[config.mk]
export PLATFORM = sky130hd
export DESIGN_NAME = flash_block_fetcher
export DESIGN_NICKNAME = d
export VERILOG_FILES = /design/src/rtl/flash_block_fetcher.sv
export SDC_FILE = /design/constraint.sdc
export NUM_CORES = 1
export LEC_CHECK = 0
export BUFFER_PORTS_ARGS = -buffer_cell sky130_fd_sc_hd__buf_2
export CORE_MARGIN = 2
export CORE_UTILIZATION = 30
export CTS_BUF_LIST = sky130_fd_sc_hd__clkbuf_8
export DETAILED_ROUTE_END_ITERATION = 7
export GPL_TIMING_DRIVEN = 0
export SYNTH_ARGS = -nofsm -noshare
export SYNTH_HDL_FRONTEND = slang
export SYNTH_SLANG_ARGS = --single-unit
export TNS_END_PERCENT = 20
[constraint.sdc]
create_clock -name clock -period 3.88 [get_ports clock]
set_input_delay 0.776 -clock clock [delete_from_list [all_inputs] [get_ports clock]]
set_output_delay 0.776 -clock clock [all_outputs]
set_load 0.02 [all_outputs]
[src/rtl/flash_block_fetcher.sv]
// Block fetcher: streams DEPTH 16-bit words from an external source into a
// buffer memory, raises an interrupt per completed block, and waits for a CPU
// acknowledge before refilling. The first and last words of the last completed
// block are held on two output ports.
module flash_block_fetcher #(
   parameter int unsigned DEPTH      = 8,
   parameter logic [15:0] START_ADDR = 16'h5000,
   parameter logic [15:0] ACK_ADDR   = 16'h5001
) (
   input  logic        clock,
   input  logic        reset,
   input  logic        Write_IO,
   input  logic [15:0] FLASH_data,
   input  logic [15:0] Adress_bus,
   output logic        get_data,
   output logic        Interrupt_en,
   output logic [15:0] buffermem_out1,
   output logic [15:0] buffermem_out2
);

   localparam int unsigned IdxW = (DEPTH > 1) ? $clog2(DEPTH) : 1;
   localparam logic [IdxW-1:0] LastIdx = IdxW'(DEPTH - 1);

   typedef enum logic [1:0] {
      StIdle,
      StReq,
      StGap,
      StWaitAck
   } state_e;

   state_e          state_q, state_d;
   logic [IdxW-1:0] index_q, index_d;
   logic [15:0]     mem_q [DEPTH];
   logic            get_data_q;
   logic            int_q;
   logic [15:0]     out1_q, out1_d;
   logic [15:0]     out2_q, out2_d;
   logic            start;
   logic            ack;

   assign start = Write_IO && (Adress_bus == START_ADDR);
   assign ack   = Write_IO && (Adress_bus == ACK_ADDR);

   // Next-state logic: one request cycle plus one gap cycle per word.
   always_comb begin
      state_d = state_q;
      index_d = index_q;
      out1_d  = out1_q;
      out2_d  = out2_q;
      case (state_q)
         StIdle: begin
            if (start) begin
               state_d = StReq;
               index_d = '0;
            end
         end
         StReq: begin
            if (index_q < LastIdx) begin
               index_d = index_q + 1'b1;
               state_d = StGap;
            end else begin
               // Last word bypasses the memory; it is written on this same edge.
               state_d = StWaitAck;
               out1_d  = mem_q[0];
               out2_d  = FLASH_data;
            end
         end
         StGap: begin
            state_d = StReq;
         end
         StWaitAck: begin
            if (ack) begin
               state_d = StReq;
               index_d = '0;
            end
         end
         default: begin
            state_d = StIdle;
         end
      endcase
   end

   // State and output registers; outputs decode the next state so they are registered.
   always_ff @(posedge clock) begin
      if (reset) begin
         state_q    <= StIdle;
         index_q    <= '0;
         get_data_q <= 1'b0;
         int_q      <= 1'b0;
         out1_q     <= '0;
         out2_q     <= '0;
      end else begin
         state_q    <= state_d;
         index_q    <= index_d;
         get_data_q <= (state_d == StReq);
         int_q      <= (state_d == StWaitAck);
         out1_q     <= out1_d;
         out2_q     <= out2_d;
      end
   end

   // Buffer capture: the source word is valid at the edge closing a request cycle.
   always_ff @(posedge clock) begin
      if (!reset && (state_q == StReq)) begin
         mem_q[index_q] <= FLASH_data;
      end
   end

   assign get_data       = get_data_q;
   assign Interrupt_en   = int_q;
   assign buffermem_out1 = out1_q;
   assign buffermem_out2 = out2_q;

endmodule

# Yosys cells after proc, flatten, opt, wreduce, memory -nomap -nowiden
# Memories as Yosys holds them, arrays and structs flattened. A register that Yosys moved wholly into a read port is not among the register bits.
# Index checks and enable logic that the tools add are counted.
classes:
  add_sub_neg: 1
  magnitude_cmp: 1
  n_eq_ne: 10
  muxes: 10
  bitwise_logic: 1
  n_reduce_logical: 8
ops:
  columns: ["op", "n"]
  rows:
  - ["equality test 16 x 15 -> 1 bit (second input constant)", 2]
  - ["2-to-1 mux 3 bit", 3]
  - ["case mux 3 bit (3 select lines)", 1]
  - ["case mux 2 bit (4 select lines)", 1]
  - ["equality test 2 bit (second input constant)", 3]
  - ["inequality test 2 bit (second input constant)", 3]
  - ["equality test 2 x 1 -> 1 bit (second input constant)", 2]
  - ["2-to-1 mux 2 bit", 2]
  - ["AND reduction 4 bit", 1]
  - ["adder 3 x 1 -> 3 bit (second input constant)", 1]
  - ["logical AND 1 bit", 3]
  - ["< comparator 3 bit (second input constant)", 1]
  - ["2-to-1 mux 1 bit", 3]
  - ["nonzero test 3 bit", 1]
  - ["zero test 2 bit", 1]
  - ["AND reduction 2 bit", 1]
  - ["zero test 1 bit", 1]
  - ["NOT 1 bit", 1]
totals:
  ff_bits: 23
  ramBits: 128
  memories: 1
memory_table:
  columns: ["name", "words", "width", "read_ports", "rd_clocked_by_memory_dff", "wr", "line", "text"]
  rows:
  - ["mem_q", 8, 16, 1, 1, 1, "33", "logic [15:0] mem_q [DEPTH];"]

# Depth between registers and ports, before layout
# Gate-level depths: netlist (run 1).
depth:
  ltp_word: 5
  mapped_depth: 6
  mapped_depth_nobuf: 4

# Least setup slack after synthesis (run 1)
# Ideal clock, no wire load.
synth_path:
  path_kind: "input to register"
  from: "input port reset"
  to: "memory mem_q[0][0] (enable)"
  setup_ns: 0.413
  arrival_time_ns: 2.528
  required_ns: 3.467
  setup_slack_ns: 0.939
  stages: 4
  path_buffers: 1
  path_cell_list: "buf_4 > nand2b_1 > nor3_1 > nor3b_1"
synth_between:
  elab_chain_cells: 4
synth_lines:
  columns: ["item", "line", "text"]
  rows:
  - ["start: declaration", "11", "input logic reset,"]
  - ["zero test 1 bit", "104", "if (!reset && (state_q == StReq)) begin"]
  - ["logical AND 1 bit", "104", null]
  - ["2-to-1 mux 1 bit", "104", null]
  - ["2-to-1 mux 1 bit (not written as such)", "105", "mem_q[index_q] <= FLASH_data;"]
  - ["end: declaration", "33", null]
# No other way between the ends.

# Worst setup path in the final report (run 1)
layout_path:
  from: "input port reset"
  to: "memory mem_q[0][12] (enable)"
# Same word-level chain as after synthesis.

==> impl_metrics.yaml, run 1 <==
status:
  status: "complete, no violations"
global_routing:
  grt-ovfl-total: 0
  grt_pass1_wl_um: 6960
  track_usage_pct: 12.1
  grt_max_degree: 19
  grt_antenna_before_repair: 0
  grt_pass1_vias: 1502
synthesis:
  synthXorXnorAreaFrac_pct: 0
  syn-num-nets: 236
  synth_compound_area_share_pct: 10.6
  ys_ff_latch: 55
  yosysWarnings: 0
  syn_inst: 200
  synth_simple_gate_area_share_pct: 21.3
  synthMuxAreaShare_pct: 0
  synth_top_family_by_area: "simple AND/OR/NAND/NOR gates"
  syn_area_um2: 1970
  synth_fa_ha_area_share_pct: 0.637
  ys_seq_area_share_pct: 64.2
  synth_area_per_cell_um2: 9.83
  ys_types: 28
drt:
  drtIter0Drc: 84
  drt-wirelength-per-cell_um: 12.2
  first_pass_iters: 4
  routed_wl_um: 4310
  vias_per_cell: 4.46
  drc: 0
  final_antenna_net_count: 0
  dr_total_vias: 1575
clocking:
  path_clk_slew_ns: 0.10
  ctsResizeCount: 0
  htreeDepth: 2
  worstSkewPairLatency_ns: 0.31
  ctsHoldBuffers: 0
  cts_tree: "done"
  postCtsSetupRepairBufs: 0
  cts-buffers-inserted: 5
  clkSinkCount: 55
  cts_root_buffer: "clkbuf_8"
  clockBufferDepth: 2
worst_setup_path:
  path_cells: "buf_4, nand2b_1, nor3_1, nor3b_2, buf_6"
  path_class: "in2reg"
  critPathSlowestCell: "nor3b_2"
  slowest_delay_ns: 0.38
  reg2reg_depth: 4
  critPathArrivalTime_ns: 1.94
  crit_path_end_kind: "flop"
  cp_max_fo: 13
  crit_required_ns: 3.90
  start_kind: "input pin"
cells_and_area:
  areaGrowthSynthToFinish_pct: 27.4
  post-route-util_pct: 39.4
  final_nets: 311
  finalNonFillerCells: 353
  stdcell_area_um2: 2500
  drive_gt1_share_pct: 32.2
  insertedDiodeCount: 0
floorplanning:
  initial_core_util_pct: 31.0
  io_pins: 69
  core_um2: 6350
  die-area_um2: 7220
  chipWidth_um: 84.9
  core.rowCount: 29
  die_y_um: 84.9
sta:
  worst_pin_slew_ns: 0.460
  slew_viol_final: 0
  relSlewSlack_pct: 69.3
  setup_viol: 0
  period_minus_slack_ns: 1.92
  fmaxAchievable_mhz: 521
  final.period_utilization_pct: 49.5
  tns_ns: 0
  hold_viol_final: 0
  skew_ns: 0.00720
  rsz0062_at_grt: "false"
pwr:
  ir_drop_mv: 0.172
  p_per_area_nw_per_um2: 376
  power_uw: 942
  p_leak_nw: 1.02
placed_design:
  hpwl_um: 3210
  globalplace.congestion: 0.749
  placed_cells: 345
  placement.io_buffers: 67
  dpl_cell_area_um2: 2410
hold_path:
  whs_path_depth: 2
  min_path_type: "reg2reg"
job:
  maxCapViolations: 0
-- worst paths after layout --
check | end | start | slack, ns
hold / removal | buffermem_out2[14]$_SDFFE_PP0N_ | buffermem_out2[14]$_SDFFE_PP0N_ | 0.46
setup / recovery | mem_q[0][12]$_DFFE_PP_ | reset | 1.96
setup reg to reg | mem_q[0][12]$_DFFE_PP_ | state_q[0]$_SDFF_PP0_ | 2.20
hold reg to reg | buffermem_out2[14]$_SDFFE_PP0N_ | buffermem_out2[14]$_SDFFE_PP0N_ | 0.46
-- registers in the layout (all words and copies together) (netlist names) --
register and count:
Interrupt_en 1, buffermem_out1 16, buffermem_out2 16, get_data 1, index_q 3, mem_q 16, state_q 2
-- final cells by class --
class	instances	area, um^2
Fill cell	651	3840
Sequential cell	55	1260
Multi-Input combinational cell	134	644
Timing Repair Buffer	68	347
Tap cell	77	96.3
Clock buffer	5	68.8
Buffer	11	65.1
Clock inverter	3	22.5
-- metal layers --
metal	part of all wire, %	track usage, %
met5	0	0
met4	2.2	4.91
met3	5.4	3.89
met2	46	19.4
met1	46	15.1
-- placed cells by master, fill, tap and decap left out, types with 2 or more instances in the layout --
cell type,Yosys,final
buf_2,4,71
nand2_1,67,67
dfxtp_1,39,39
a21oi_1,35,35
edfxtp_1,16,16
clkbuf_8,0,5
nand3_1,4,4
nor2_1,4,4
buf_4,3,3
nand2b_1,3,3
clkbuf_1,3,3
buf_6,1,2
nor3_1,2,2
and3_1,2,2
nor4_1,2,2
inv_6,0,2
-- synth_stat cells --
cell      instances  share of area (%)
and2b_1           1               0.38
nor2_1            4               0.76
nor4_1            2               0.64
nor4b_1           1               0.45
nand2_1          67                 13
ha_1              1               0.64
or3_1             1               0.32
buf_6             1               0.57
clkbuf_1          3               0.57
nor3_1            2               0.51
nor3b_1           2               0.76
nand2_2           1               0.32
and4_4            1               0.57
a32o_1            1               0.51
a21oi_1          35                8.9
dfxtp_1          39                 40
a31oi_1           1               0.32
nor2b_1           1               0.32
nand3_1           4                1.0
and3_1            2               0.64
a21oi_2           1               0.45
nor2_2            1               0.32
nor4bb_1          1               0.51
nand2b_1          3               0.95
buf_4             3                1.1
a31o_1            1               0.45
buf_2             4                1.0
edfxtp_1         16                 24
-- cells by family (layout without fill, tap and decap cells) --
kind of cell    Yosys count  after routing
simple gates             94             94
compound gates           39             39
fa+ha+maj                 1              1
buf+inv                  11             87
flops                    55             55
-- per-stage QoR --
stage | setup WS (ns) | hold WS [ns]
floorplan | 0.939 | 0.471
global placement | 0.301 | 0.441
detailed placement | 1.61 | 0.443
CTS | 1.96 | 0.458
global route | 1.84 | 0.475
finish | 1.96 | 0.455
-- power breakdown --
group / switching, mW / internal (mW)
Combinational: 0.0156 / 0.0151
Clock: 0.191 / 0.131
Sequential: 0.000000554 / 0.590
Total: 0.206 / 0.736
-- worst max-delay path: cells and delay by family --
family	cells	cell delay [ns]
simple gates	3	0.76
buf+inv	2	0.39
Power figures use the tool's default switching activity.
==> run 2, diff against run 1 <==
==> constraint.sdc (replaced) <==
create_clock -name clock -period 1.83 [get_ports clock]
set_input_delay 0.366 -clock clock [delete_from_list [all_inputs] [get_ports clock]]
set_output_delay 0.366 -clock clock [all_outputs]
set_load 0.02 [all_outputs]
==> impl_metrics.yaml, run 2 (synthesis results as in run 1) <==
drt:
  drtIter0Drc: 18
  drc: 0
  drt-wirelength-per-cell_um: 12.4
  vias_per_cell: 4.44
  final_antenna_net_count: 0
  routed_wl_um: 4380
  first_pass_iters: 4
  dr_total_vias: 1567
floorplanning:
  chipWidth_um: 84.9
  io_pins: 69
  die-area_um2: 7220
  core.rowCount: 29
  core_um2: 6350
  die_y_um: 84.9
  initial_core_util_pct: 31.0
global_routing:
  track_usage_pct: 12.9
  grt-ovfl-total: 0
  grt_pass1_vias: 1517
  grt_pass1_wl_um: 7250
  grt_antenna_before_repair: 0
  grt_max_degree: 17
clocking:
  ctsResizeCount: 0
  cts-buffers-inserted: 5
  path_clk_slew_ns: 0.09
  cts_root_buffer: "clkbuf_8"
  clockBufferDepth: 2
  cts_tree: "done"
  htreeDepth: 2
  worstSkewPairLatency_ns: 0.30
  clkSinkCount: 55
sta:
  relSlewSlack_pct: 68.4
  slew_viol_final: 0
  setup_viol: 0
  worst_pin_slew_ns: 0.474
  skew_ns: 0.00361
  hold_viol_final: 0
  period_minus_slack_ns: 1.52
  fin_ws_ns: 0.309
  final.period_utilization_pct: 83.1
  tns_ns: 0
  fmaxAchievable_mhz: 657
  rsz0062_at_grt: "false"
placed_design:
  placed_cells: 344
  hpwl_um: 3220
  globalplace.congestion: 0.809
  placement.io_buffers: 67
  dp_slack_ns: -0.245
worst_setup_path:
  start_kind: "flop"
  critPathBufInv: 1
  crit_required_ns: 1.85
  critPathArrivalTime_ns: 1.54
  crit_path_end_kind: "flop"
  critPathTopFamily: "simple AND/OR/NAND/NOR gates"
  path_cells: "nand2b_1, nor3_1, nor3b_4, buf_12"
  cp_max_fo: 16
  rrSetupSlack_ns: 0.31
  slowest_delay_ns: 0.45
  path_class: "reg2reg"
  critPathSlowestCell: "dfxtp_1"
cells_and_area:
  finalNonFillerCells: 353
  layout_common_cells: "buf_2, nand2_1, dfxtp_1"
  areaGrowthSynthToFinish_pct: 29.5
  final_common_cell: "buf_2"
  insertedDiodeCount: 0
  drive_gt1_share_pct: 32.2
  final_nets: 311
job:
  maxCapViolations: 0
hold_path:
  min_path_type: "in2reg"
pwr:
  ir_drop_mv: 0.339
  p_leak_nw: 1.03
  p_per_area_nw_per_um2: 839
status:
  status: "complete, no violations"
[run 2: final cells by class]
type	count	area, um^2
Multi-Input combinational cell	134	651
Fill cell	628	3800
Tap cell	77	96.3
Buffer	11	65.1
Clock buffer	6	82.6
Clock inverter	2	35.0
Sequential cell	55	1260
Timing Repair Buffer	68	355
[run 2: report_power, final]
| group | switching, mW | internal [mW] |
|---|---|---|
| clock network | 0.376 | 0.443 |
| registers | 0.00000122 | 1.25 |
| logic | 0.0337 | 0.0319 |
[run 2: worst reg2reg max path, stage by stage, from the launching register on]
cell	delay [ns]
dfxtp_1	0.45
nand2b_1	0.13
nor3_1	0.22
nor3b_4	0.26
buf_12	0.18
[run 2: stage by stage]
step,area (um^2),hold WS [ns],power (mW),util (%)
6_report,2550,0.249,2.14,40.1
5_1_grt,2550,0.225,2.23,40.1
4_1_cts,2550,0.237,2.16,40.1
3_5_place_dp,2410,0.446,1.34,37.9
3_3_place_gp,2410,0.441,1.34,37.9
2_1_floorplan,1980,0.465,1.30,-
[run 2: final timing paths]
check | from | endpoint | cells past startpoint
setup reg to reg | state_q[0]$_SDFF_PP0_ | mem_q[0][7]$_DFFE_PP_ | 4
hold reg to reg | buffermem_out1[15]$_SDFFE_PP0N_ | buffermem_out1[15]$_SDFFE_PP0N_ | 2
setup / recovery | state_q[0]$_SDFF_PP0_ | mem_q[0][7]$_DFFE_PP_ | 4
hold / removal | FLASH_data[2] | mem_q[0][2]$_DFFE_PP_ | 1
[run 2: layer usage]
layer,up-vias,GRT usage (%),part of all wire [%]
met5,-,0,0
met4,0,5.77,2.0
met3,5,3.89,5.2
met2,36,19.2,45
met1,701,17.3,47
li1,825,-,-
[run 2: timing repair]
action,CTS,global route
endpoints found under the setup margin,16,0
hold buffers,0,0
buffers inserted,1,0
